--- src/rtl/alu_op_sequencer_pkg.sv ---
// alu_pkg: widths, opcodes and FSM encoding shared by the Mini-ALU op sequencer,
// its bus interface, the optional multiply step and the testbench.
package alu_pkg;

   // Operand/result width. Only 6 is supported.
   localparam int W     = 6;
   localparam int OPC_W = 3;

   localparam logic [OPC_W-1:0] ALU_ADD = 3'b000;
   localparam logic [OPC_W-1:0] ALU_SUB = 3'b001;
   localparam logic [OPC_W-1:0] ALU_NEG = 3'b010;
   localparam logic [OPC_W-1:0] ALU_ABS = 3'b011;
   localparam logic [OPC_W-1:0] ALU_MUL = 3'b100;

   // Most negative operand; NEG/ABS of this value overflow.
   localparam logic [W-1:0] MIN_NEG = {1'b1, {(W-1){1'b0}}};

   // Number of shift-add iterations for MUL, one per bit of b.
   localparam logic [2:0] MUL_STEPS = 3'(W);

   typedef enum logic [2:0] {
      ST_IDLE = 3'd0,
      ST_NEGB = 3'd1,
      ST_EXEC = 3'd2,
      ST_MUL  = 3'd3,
      ST_DONE = 3'd4
   } state_e;

endpackage

--- src/rtl/alu_op_sequencer_if.sv ---
// alu_op_sequencer_if: op request and result handshake bundle of the Mini-ALU sequencer.
// master = the requester / result consumer, slave = the sequencer.
interface alu_op_sequencer_if;
   import alu_pkg::*;

   logic             op_valid;
   logic             op_ready;
   logic [OPC_W-1:0] op_code;
   logic [W-1:0]     op_a;
   logic [W-1:0]     op_b;

   logic             res_valid;
   logic             res_ready;
   logic [W-1:0]     res_data;
   logic             res_ovf;
   logic             res_err;

   modport master (
      output op_valid, op_code, op_a, op_b, res_ready,
      input  op_ready, res_valid, res_data, res_ovf, res_err
   );

   modport slave (
      input  op_valid, op_code, op_a, op_b, res_ready,
      output op_ready, res_valid, res_data, res_ovf, res_err
   );

endinterface

--- src/rtl/alu_op_sequencer_mul_step.sv ---
// alu_mul_step: one shift-add iteration of the unsigned multiply. Produces the
// partial product (a << i when b[i] is set) and flags operand bits shifted past
// the top of the W-bit result. Only built when ALU_SEQ_MUL_EN is defined.
`ifdef ALU_SEQ_MUL_EN
module alu_mul_step
   import alu_pkg::*;
(
   input  logic [W-1:0] a,
   input  logic [W-1:0] b,
   input  logic [2:0]   i,
   output logic [W-1:0] pp,
   output logic         lost
);

   logic [2*W-1:0] wide;
   logic           bit_set;

   // Partial product and shifted-out check for iteration i.
   always_comb begin
      bit_set = (i < MUL_STEPS) ? b[i] : 1'b0;
      wide    = {{W{1'b0}}, a} << i;
      pp      = bit_set ? wide[W-1:0] : '0;
      lost    = bit_set & (|wide[2*W-1:W]);
   end

endmodule
`endif

--- src/rtl/alu_op_sequencer.sv ---
// alu_op_sequencer: multi-cycle op controller for the Mini-ALU. Accepts one op per
// handshake and steps ADD/SUB/NEG/ABS (and MUL) through the single external 6-bit adder.
// Build option ALU_SEQ_MUL_EN: when defined, opcode 100 runs a 6-step shift-add
// multiply; when undefined, no MUL logic is built and opcode 100 reports res_err.
module alu_op_sequencer
   import alu_pkg::*;
(
   input  logic               clk,
   input  logic               rst_n,
   alu_op_sequencer_if.slave  bus,
   output logic [W-1:0]       add_x,
   output logic [W-1:0]       add_y,
   input  logic [W-1:0]       add_sum,
   input  logic               add_cout
);

   state_e           state_q, state_d;
   logic [W-1:0]     a_q, a_d;
   logic [W-1:0]     b_q, b_d;
   logic [OPC_W-1:0] opc_q, opc_d;
   logic [W-1:0]     nb_q, nb_d;
   logic [W-1:0]     res_q, res_d;
   logic             ovf_q, ovf_d;
   logic             err_q, err_d;

`ifdef ALU_SEQ_MUL_EN
   logic [W-1:0]     acc_q, acc_d;
   logic [2:0]       i_q, i_d;
   logic [W-1:0]     mul_pp;
   logic             mul_lost;

   alu_mul_step u_mul_step (
      .a    (a_q),
      .b    (b_q),
      .i    (i_q),
      .pp   (mul_pp),
      .lost (mul_lost)
   );
`else
   // The carry is only consumed by the multiply.
   logic             unused_cout;
   assign unused_cout = add_cout;
`endif

   assign bus.op_ready  = (state_q == ST_IDLE);
   assign bus.res_valid = (state_q == ST_DONE);
   assign bus.res_data  = res_q;
   assign bus.res_ovf   = ovf_q;
   assign bus.res_err   = err_q;

   // Next-state, operand capture and adder operand selection.
   always_comb begin
      // NOTE: every signal assigned here gets a default first, so no path can infer a latch.
      state_d = state_q;
      a_d     = a_q;
      b_d     = b_q;
      opc_d   = opc_q;
      nb_d    = nb_q;
      res_d   = res_q;
      ovf_d   = ovf_q;
      err_d   = err_q;
      add_x   = '0;
      add_y   = '0;
`ifdef ALU_SEQ_MUL_EN
      acc_d   = acc_q;
      i_d     = i_q;
`endif

      case (state_q)
         ST_IDLE: begin
            if (bus.op_valid) begin
               a_d   = bus.op_a;
               b_d   = bus.op_b;
               opc_d = bus.op_code;
               ovf_d = 1'b0;
               err_d = 1'b0;
               case (bus.op_code)
                  ALU_ADD, ALU_NEG, ALU_ABS: state_d = ST_EXEC;
                  ALU_SUB:                   state_d = ST_NEGB;
`ifdef ALU_SEQ_MUL_EN
                  ALU_MUL: begin
                     state_d = ST_MUL;
                     acc_d   = '0;
                     i_d     = '0;
                  end
`endif
                  default: begin
                     state_d = ST_DONE;
                     err_d   = 1'b1;
                     res_d   = '0;
                  end
               endcase
            end
         end

         // Two's complement of b for SUB, kept for the EXEC add.
         ST_NEGB: begin
            add_x   = ~b_q;
            add_y   = W'(1);
            nb_d    = add_sum;
            state_d = ST_EXEC;
         end

         ST_EXEC: begin
            case (opc_q)
               ALU_SUB: begin
                  add_x = a_q;
                  add_y = nb_q;
                  ovf_d = (a_q[W-1] != b_q[W-1]) && (add_sum[W-1] != a_q[W-1]);
               end
               ALU_NEG: begin
                  add_x = ~a_q;
                  add_y = W'(1);
                  ovf_d = (a_q == MIN_NEG);
               end
               ALU_ABS: begin
                  add_x = a_q[W-1] ? ~a_q : a_q;
                  add_y = a_q[W-1] ? W'(1) : '0;
                  ovf_d = (a_q == MIN_NEG);
               end
               default: begin
                  add_x = a_q;
                  add_y = b_q;
                  ovf_d = (a_q[W-1] == b_q[W-1]) && (add_sum[W-1] != a_q[W-1]);
               end
            endcase
            res_d   = add_sum;
            state_d = ST_DONE;
         end

`ifdef ALU_SEQ_MUL_EN
         // Six shift-add steps, then one cycle to move the product to the result.
         ST_MUL: begin
            if (i_q == MUL_STEPS) begin
               res_d   = acc_q;
               state_d = ST_DONE;
            end else begin
               add_x = acc_q;
               add_y = mul_pp;
               acc_d = add_sum;
               ovf_d = ovf_q | add_cout | mul_lost;
               i_d   = i_q + 3'd1;
            end
         end
`endif

         ST_DONE: begin
            if (bus.res_ready) state_d = ST_IDLE;
         end

         default: state_d = ST_IDLE;
      endcase
   end

   // State and datapath registers; a reset mid-op drops the op entirely.
   always_ff @(posedge clk or negedge rst_n) begin
      if (!rst_n) begin
         state_q <= ST_IDLE;
         a_q     <= '0;
         b_q     <= '0;
         opc_q   <= '0;
         nb_q    <= '0;
         res_q   <= '0;
         ovf_q   <= 1'b0;
         err_q   <= 1'b0;
`ifdef ALU_SEQ_MUL_EN
         acc_q   <= '0;
         i_q     <= '0;
`endif
      end else begin
         // NOTE: non-blocking so every register samples the pre-edge values of the others.
         state_q <= state_d;
         a_q     <= a_d;
         b_q     <= b_d;
         opc_q   <= opc_d;
         nb_q    <= nb_d;
         res_q   <= res_d;
         ovf_q   <= ovf_d;
         err_q   <= err_d;
`ifdef ALU_SEQ_MUL_EN
         acc_q   <= acc_d;
         i_q     <= i_d;
`endif
      end
   end

endmodule

--- src/flat_wrapper.sv ---
// flat-port wrapper written by rule: the top's interface ports become plain ports
module alu_op_sequencer_flat import alu_pkg::*;
  (clk, rst_n, add_x, add_y, add_sum, add_cout, bus_op_valid, bus_op_code, bus_op_a, bus_op_b, bus_res_ready, bus_op_ready, bus_res_valid, bus_res_data, bus_res_ovf, bus_res_err);
  alu_op_sequencer_if bus_i ();
  input  logic clk;
  input  logic rst_n;
  output logic [W-1:0] add_x;
  output logic [W-1:0] add_y;
  input  logic [W-1:0] add_sum;
  input  logic add_cout;
  input wire logic [$bits(bus_i.op_valid)-1:0] bus_op_valid;
  input wire logic [$bits(bus_i.op_code)-1:0] bus_op_code;
  input wire logic [$bits(bus_i.op_a)-1:0] bus_op_a;
  input wire logic [$bits(bus_i.op_b)-1:0] bus_op_b;
  input wire logic [$bits(bus_i.res_ready)-1:0] bus_res_ready;
  output wire logic [$bits(bus_i.op_ready)-1:0] bus_op_ready;
  output wire logic [$bits(bus_i.res_valid)-1:0] bus_res_valid;
  output wire logic [$bits(bus_i.res_data)-1:0] bus_res_data;
  output wire logic [$bits(bus_i.res_ovf)-1:0] bus_res_ovf;
  output wire logic [$bits(bus_i.res_err)-1:0] bus_res_err;
  assign bus_i.op_valid = bus_op_valid;
  assign bus_i.op_code = bus_op_code;
  assign bus_i.op_a = bus_op_a;
  assign bus_i.op_b = bus_op_b;
  assign bus_i.res_ready = bus_res_ready;
  assign bus_op_ready = bus_i.op_ready;
  assign bus_res_valid = bus_i.res_valid;
  assign bus_res_data = bus_i.res_data;
  assign bus_res_ovf = bus_i.res_ovf;
  assign bus_res_err = bus_i.res_err;
  alu_op_sequencer u_core (.clk(clk), .rst_n(rst_n), .bus(bus_i), .add_x(add_x), .add_y(add_y), .add_sum(add_sum), .add_cout(add_cout));
endmodule
--- config.mk ---
export PLATFORM = sky130hd
export DESIGN_NAME = alu_op_sequencer_flat
export DESIGN_NICKNAME = d
export VERILOG_FILES = /design/src/rtl/alu_op_sequencer_pkg.sv /design/src/rtl/alu_op_sequencer_if.sv /design/src/rtl/alu_op_sequencer_mul_step.sv /design/src/rtl/alu_op_sequencer.sv /design/src/flat_wrapper.sv
export SDC_FILE = /design/constraint.sdc
export NUM_CORES = 1
export LEC_CHECK = 0
export CAP_MARGIN = 20
export CORE_ASPECT_RATIO = 1.5
export CORE_MARGIN = 2
export CORE_UTILIZATION = 47
export CTS_BUF_LIST = sky130_fd_sc_hd__clkbuf_8 sky130_fd_sc_hd__clkbuf_16
export DETAILED_ROUTE_END_ITERATION = 10
export GPL_ROUTABILITY_DRIVEN = 0
export PLACE_DENSITY = 0.79
export SYNTH_ARGS = -nofsm -noshare
export SYNTH_HDL_FRONTEND = slang
export SYNTH_SLANG_ARGS = --single-unit
export TNS_END_PERCENT = 5
--- constraint.sdc ---
create_clock -name clk -period 1.6 [get_ports clk]
set_input_delay 0.32 -clock clk [delete_from_list [all_inputs] [get_ports clk]]
set_output_delay 0.32 -clock clk [all_outputs]
set_load 0.005 [all_outputs]
==> results_dict.tcl, run 1 <==
set metrics [dict create \
    seq_area_frac_synth_pct 48.6 \
    p_per_area_mw_per_mm2 1540 \
    maxSlewViolCount 0 \
    area_growth_pct 60.7 \
    layout_setup_ws_ps -271 \
    p_leak_nw 1.29 \
    hpwlAfterDp_um 3060 \
    numCtsBuffers 5 \
    holdCritPathClass "in -> async" \
    pin_count 48 \
    rows 26 \
    n_fill_cell 218 \
    synth_area_per_cell_um2 9.25 \
    cts_tree "yes" \
    ir_worst_vdd_mv 1.10 \
    cts_hold_buf 0 \
    core-area_mm2 0.00338 \
    netlist_instances 178 \
    critPathLaunch "u_core.opc_q[0]$_DFFE_PN0P_" \
    final_design_area_no_fill_mm2 0.00265 \
    r2r_start "u_core.opc_q[0]$_DFFE_PN0P_" \
    clock-sinks 32 \
    yosys_warnings 0 \
    start_util_pct 48.7 \
    place_inst 286 \
    layout-drive-gt1-share_pct 37.5 \
    drc 0 \
    crit_arrival_ps 1550 \
    track_usage_pct 28.1 \
    netlist_area_mm2 0.00165 \
    grt_pass1_vias 1672 \
    postSynthNetCount 205 \
    io_buffers 46 \
    insertedDiodeCount 0 \
    grt_overflow 0 \
    cts_root_buffer "clkbuf_8" \
    grt_max_degree 33 \
    die_y_um 76.5 \
    slew_headroom_pct 72.7 \
    routed_wl_um 5250 \
    worst_slew_pin_slew_ps 409 \
    fin_skew_ps 4.22 \
    rsz0062_at_grt "yes" \
    synth_cell_types 31 \
    violations "negative setup slack" \
    dpl_cell_area_mm2 0.00231 \
    finalCritPeriodShare_pct 117 \
    critPathMaxFanout 3 \
    status "finished with violations" \
    ant_nets 0 \
    start_kind "flop" \
    antenna_found_initial 0 \
    drt_pass1_iterations 4 \
    hold_viol 0 \
    post_drt_wl_per_cell_um 17.0 \
    routed_via_density 5.46 \
    cp.required_ps 1280 \
    first_iter_violations 65 \
    nNetsFinal 294 \
    ys_ff_latch 32 \
    multi_input_area_um2 895 \
    die_area_mm2 0.00400 \
    clock_latency_ps 290 \
    maxCapViolations 0 \
    instances_no_fill 309 \
    clk_pin_slew_ps 60 \
    end_kind "output pin" \
    vias 1687 \
    fin_util_pct 78.2 \
    fmax_ghz 0.535 \
    clk_path_buf_depth 2 \
    worst-setup-path-type "reg -> out" \
    seq_area_um2 802 \
    die_x_um 52.3 \
    grt_pass1_wl_um 8100 \
    min_period_ps 1870 \
    htreeDepth 2 \
    finalSetupViolCount 13 \
]
==> Yosys cell counts (all sizes together) <==
cell type	number	share of area (%)
o22ai	7	2.7
buf	6	2.9
dfrtp	32	49
xnor2	4	2.1
mux2i	2	1.2
inv	4	0.91
o21ai	6	1.8
a311oi	1	0.53
nand2b	2	0.76
clkbuf	3	1.9
a21o	1	0.46
mux2	6	4.1
a22o	7	3.7
a2bb2oi	5	2.7
and3b	1	0.61
a31oi	1	0.38
nor2	16	3.6
nor3	3	1.2
nor4	1	0.38
and2	2	0.76
nor2b	7	2.8
nand2	49	11
and4b	1	0.61
a21oi	10	3.3
ha	1	0.76
==> cells in the final DEF (no fill, tap or decap), drive strengths merged, types with 3 or more instances in the layout <==
cell type,Yosys,routed
a21oi,10,10
nor2b,7,7
nor3,3,3
clkdlybuf4s50,0,32
a22o,7,7
o21ai,6,6
mux2,6,6
clkbuf,3,7
a2bb2oi,5,5
o22ai,7,7
xnor2,4,4
nand2,49,49
buf,6,56
inv,4,5
dfrtp,32,32
nor2,16,16
==> worst max-delay path, stage by stage, from the launching register on <==
cell,delay [ps]
dfrtp_1,410
nor2b_4,150
buf_6,130
buf_6,110
a21oi_2,130
a2bb2oi_2,150
nor2_1,50
buf_2,120
==> registers in the layout (all words and copies together), names as in the netlist <==
name,cells
u_core.bus.res_ovf,1
u_core.b_q,6
u_core.bus.res_data,6
u_core.opc_q,3
u_core.a_q,6
u_core.nb_q,6
u_core.state_q,3
u_core.bus.res_err,1
==> kinds of logic (layout without fill, tap and decap cells) <==
| group | Yosys count | after routing | share of synthesized area, % |
|---|---|---|---|
| muxes | 8 | 8 | 5.32 |
| DFF | 32 | 32 | 48.6 |
| AOI/OAI and AO/OA | 38 | 38 | 15.5 |
| adders and majority gates | 1 | 1 | 0.760 |
| xor gates and xnor gates | 4 | 4 | 2.13 |
| buffers and inverters | 13 | 102 | 5.70 |
| and+or+nand+nor | 82 | 82 | 22.0 |
==> path summary, 6_finish.rpt <==
check / endpoint / slack [ps] / depth (start not counted)
worst max-delay path: add_y[5] / -270 / 7
worst min-delay path: u_core.a_q[1]$_DFFE_PN0P_ / 420 / 2
worst max register to register: u_core.bus.res_ovf$_DFFE_PN0P_ / -20 / 6
worst min register to register: u_core.bus.res_data[3]$_DFFE_PN0P_ / 500 / 1
max in group asynchronous: u_core.opc_q[1]$_DFFE_PN0P_ / 860 / 2
min in group clk: u_core.bus.res_data[3]$_DFFE_PN0P_ / 500 / 1
==> routing by layer <==
| layer | global-route usage [%] | vias up | wire length [um] |
|---|---|---|---|
| met1 | 32.4 | 817 | 1980 |
| met5 | 0 | - | 0 |
| met2 | 44.6 | 71 | 2750 |
| li1 | - | 785 | - |
| met4 | 20.0 | 0 | 250 |
| met3 | 5.69 | 14 | 260 |
==> timing repair <==
item                                    4_1_cts  5_1_grt
resized for setup                            81       14
pin swaps                                    16        9
endpoints found under the setup margin       15       15
buffers inserted                              9        7
==> metrics by stage <==
stage	setup WS [ps]	hold slack (ps)	total power [mW]	TNS [ps]
6_report	-271	424	4.08	-2680
5_1_grt	-320	477	4.29	-3260
4_1_cts	-240	441	3.80	-2470
3_5_place_dp	-306	476	2.83	-3260
3_3_place_gp	-297	469	2.79	-3010
2_1_floorplan	262	24.4	2.13	0
==> cell type report <==
cell class                      count  share of cell area, %
Inverter                            4                  0.567
Tap cell                           42                   1.99
Clock buffer                        5                   2.60
Sequential cell                    32                   30.3
Multi-Input combinational cell    133                   33.8
Timing Repair Buffer               91                   30.4
Clock inverter                      2                  0.331
==> power breakdown <==
part | internal [mW] | switching (mW) | total [mW]
clock network | 0.289 | 0.293 | 0.582
logic | 1.24 | 0.932 | 2.17
registers | 1.09 | 0.243 | 1.33
No activity file was read; power rests on OpenSTA's default activity.
==> inputs of run 2 (changes only) <==
CORE_ASPECT_RATIO = not set   (was 1.5)
==> run 2 against run 1 <==
The run still ends with negative setup slack left. Largest power group unchanged. First-iteration DRC count is 82% higher. Highest routed layer unchanged. Cell count is 0.32% lower. Clock power is 5.7% higher. Critical endpoint is now add_x[3]. Hold slack better by 8.3 ps. Design area is 1.9% lower.
==> results_dict.tcl, run 2 (same netlist as run 1, synthesis figures left out) <==
set metrics [dict create \
    maxSlewViolCount 0 \
    post-place-ws_ps -300 \
    status "finished with violations" \
    critPathMaxFanout 4 \
    critPathLaunch "u_core.opc_q[2]$_DFFE_PN0P_" \
    holdCritPathClass "in -> async" \
    hold_viol 0 \
    clk_path_buf_depth 2 \
    core-area_mm2 0.00336 \
    reg2regPathDepth 5 \
    cts_root_buffer "clkbuf_8" \
    die_y_um 63.2 \
    r2r-end "u_core.bus.res_ovf$_DFFE_PN0P_" \
    area_growth_pct 57.6 \
    drt_pass1_iterations 4 \
    first_iter_violations 118 \
    p_leak_nw 1.26 \
    hpwlAfterDp_um 3210 \
    start_util_pct 49.0 \
    nNetsFinal 288 \
    routed_via_density 5.33 \
    layout_commonest_cell "nand2_1" \
    place_inst 294 \
    rows 21 \
    clk_pin_slew_ps 70 \
    cp.required_ps 1280 \
    crit_arrival_ps 1560 \
    worst-setup-path-type "reg -> out" \
    htreeDepth 2 \
    min_period_ps 1880 \
    grt_max_degree 33 \
    cts_hold_buf 0 \
    start_kind "flop" \
    post_drt_wl_per_cell_um 15.8 \
    die_area_mm2 0.00399 \
    setup.worst_path.end "add_x[3]" \
    clock-sinks 32 \
    maxCapViolations 0 \
    drc 0 \
    io_buffers 46 \
    p_per_area_mw_per_mm2 1500 \
    r2r_start "u_core.opc_q[0]$_DFFE_PN0P_" \
    cts_tree "yes" \
    grt_pass1_wl_um 7850 \
    grt_overflow 0 \
    finalPower_mw 3.88 \
    grt_pass1_vias 1697 \
    vias 1643 \
    rsz0062_at_grt "yes" \
    layout-drive-gt1-share_pct 36.3 \
    instances_no_fill 308 \
    pin_count 48 \
    insertedDiodeCount 0 \
    ant_nets 0 \
    numCtsBuffers 5 \
    antenna_found_initial 0 \
    fin_skew_ps 4.74 \
    clock_latency_ps 290 \
    worst_slew_pin_slew_ps 408 \
    finalCritPeriodShare_pct 117 \
    finalSetupViolCount 13 \
    n_fill_cell 251 \
    die_x_um 63.2 \
    violations "negative setup slack" \
    ir_worst_vdd_mv 0.830 \
    slew_headroom_pct 72.8 \
    end_kind "output pin" \
    layout_setup_ws_ps -280 \
    layout_common_cells "47 x nand2_1, 32 x clkdlybuf4s50_1, 31 x dfrtp_1" \
    routed_wl_um 4860 \
    track_usage_pct 26.2 \
    r2r_setup_slack_ps 50 \
    fmax_ghz 0.532 \
]
[run 2: changes by cell type in the layout (fill, tap and decap cells not counted), moves of 2 or more]
cell / change
xnor2_2: -2
clkbuf_2: -2
buf_4: -4
nor2_2: -2
xnor2_1: +2
nor2b_2: +2
o21ai_2: +2
buf_2: +2
[run 2: per-layer routing]
| metal | vias to the layer above | global-route usage [%] | part of all wire, % |
|---|---|---|---|
| met1 | 796 | 28.8 | 39 |
| met2 | 54 | 46.0 | 53 |
| met4 | 0 | 14.4 | 4.0 |
| met3 | 16 | 6.79 | 4.7 |
| met5 | - | 0 | 0 |
| li1 | 777 | - | - |
[run 2: power breakdown]
part	switching (mW)	internal (mW)	leakage, nW
Combinational	0.843	1.10	0.809
Sequential	0.239	1.09	0.399
Clock	0.312	0.303	0.0479
Total	1.39	2.49	1.26
[run 2: cell type report]
| type | instances | area [um^2] | area share, % |
|---|---|---|---|
| inverters | 4 | 15.0 | 0.579 |
| repair buffers | 85 | 748 | 28.8 |
| clock buffers | 5 | 68.8 | 2.65 |
| clock inverters | 3 | 18.8 | 0.723 |
| well taps | 46 | 57.6 | 2.22 |
| flip-flops and latches | 32 | 802 | 30.9 |
| multi-input cells | 133 | 885 | 34.1 |
[run 2: repair_timing]
item                                   4_1_cts  5_1_grt
setup buffers                                5        1
pin swaps                                   23       12
resized for setup                           87        9
cloned                                       0        0
endpoints found under the hold margin        0        0
setup endpoints to repair                   14       16
[run 2: how the worst min path moves through the flow]
stage                                   startpoint                            endpoint  cells past startpoint
finish                                       rst_n  u_core.bus.res_data[4]$_DFFE_PN0P_                      2
floorplan                                    rst_n           u_core.a_q[0]$_DFFE_PN0P_                      0
global route                                 rst_n  u_core.bus.res_data[1]$_DFFE_PN0P_                      2
detailed placement  u_core.bus.res_err$_DFFE_PN0P_      u_core.bus.res_err$_DFFE_PN0P_                      2
global placement    u_core.bus.res_err$_DFFE_PN0P_      u_core.bus.res_err$_DFFE_PN0P_                      2
CTS                                          rst_n          u_core.nb_q[1]$_DFFE_PN0N_                      2
[run 2: worst max-delay path, stage by stage (launching register included)]
cell and delay, ps:
dfrtp_1 430, nand2b_4 180, a21oi_4 140, buf_6 130, xnor2_1 140, o22ai_1 120, buf_2 140
[run 2: metrics by stage]
stage | hold WS [ps] | area (um^2) | setup TNS (ps) | util (%)
6_report | 432 | 2590 | -2240 | 77.2
5_1_grt | 477 | 2590 | -3110 | 77.2
4_1_cts | 442 | 2540 | -2000 | 75.6
3_5_place_dp | 470 | 2360 | -3180 | 70.1
3_3_place_gp | 470 | 2360 | -2880 | 70.1
2_1_floorplan | 24.4 | 1650 | 0 | -
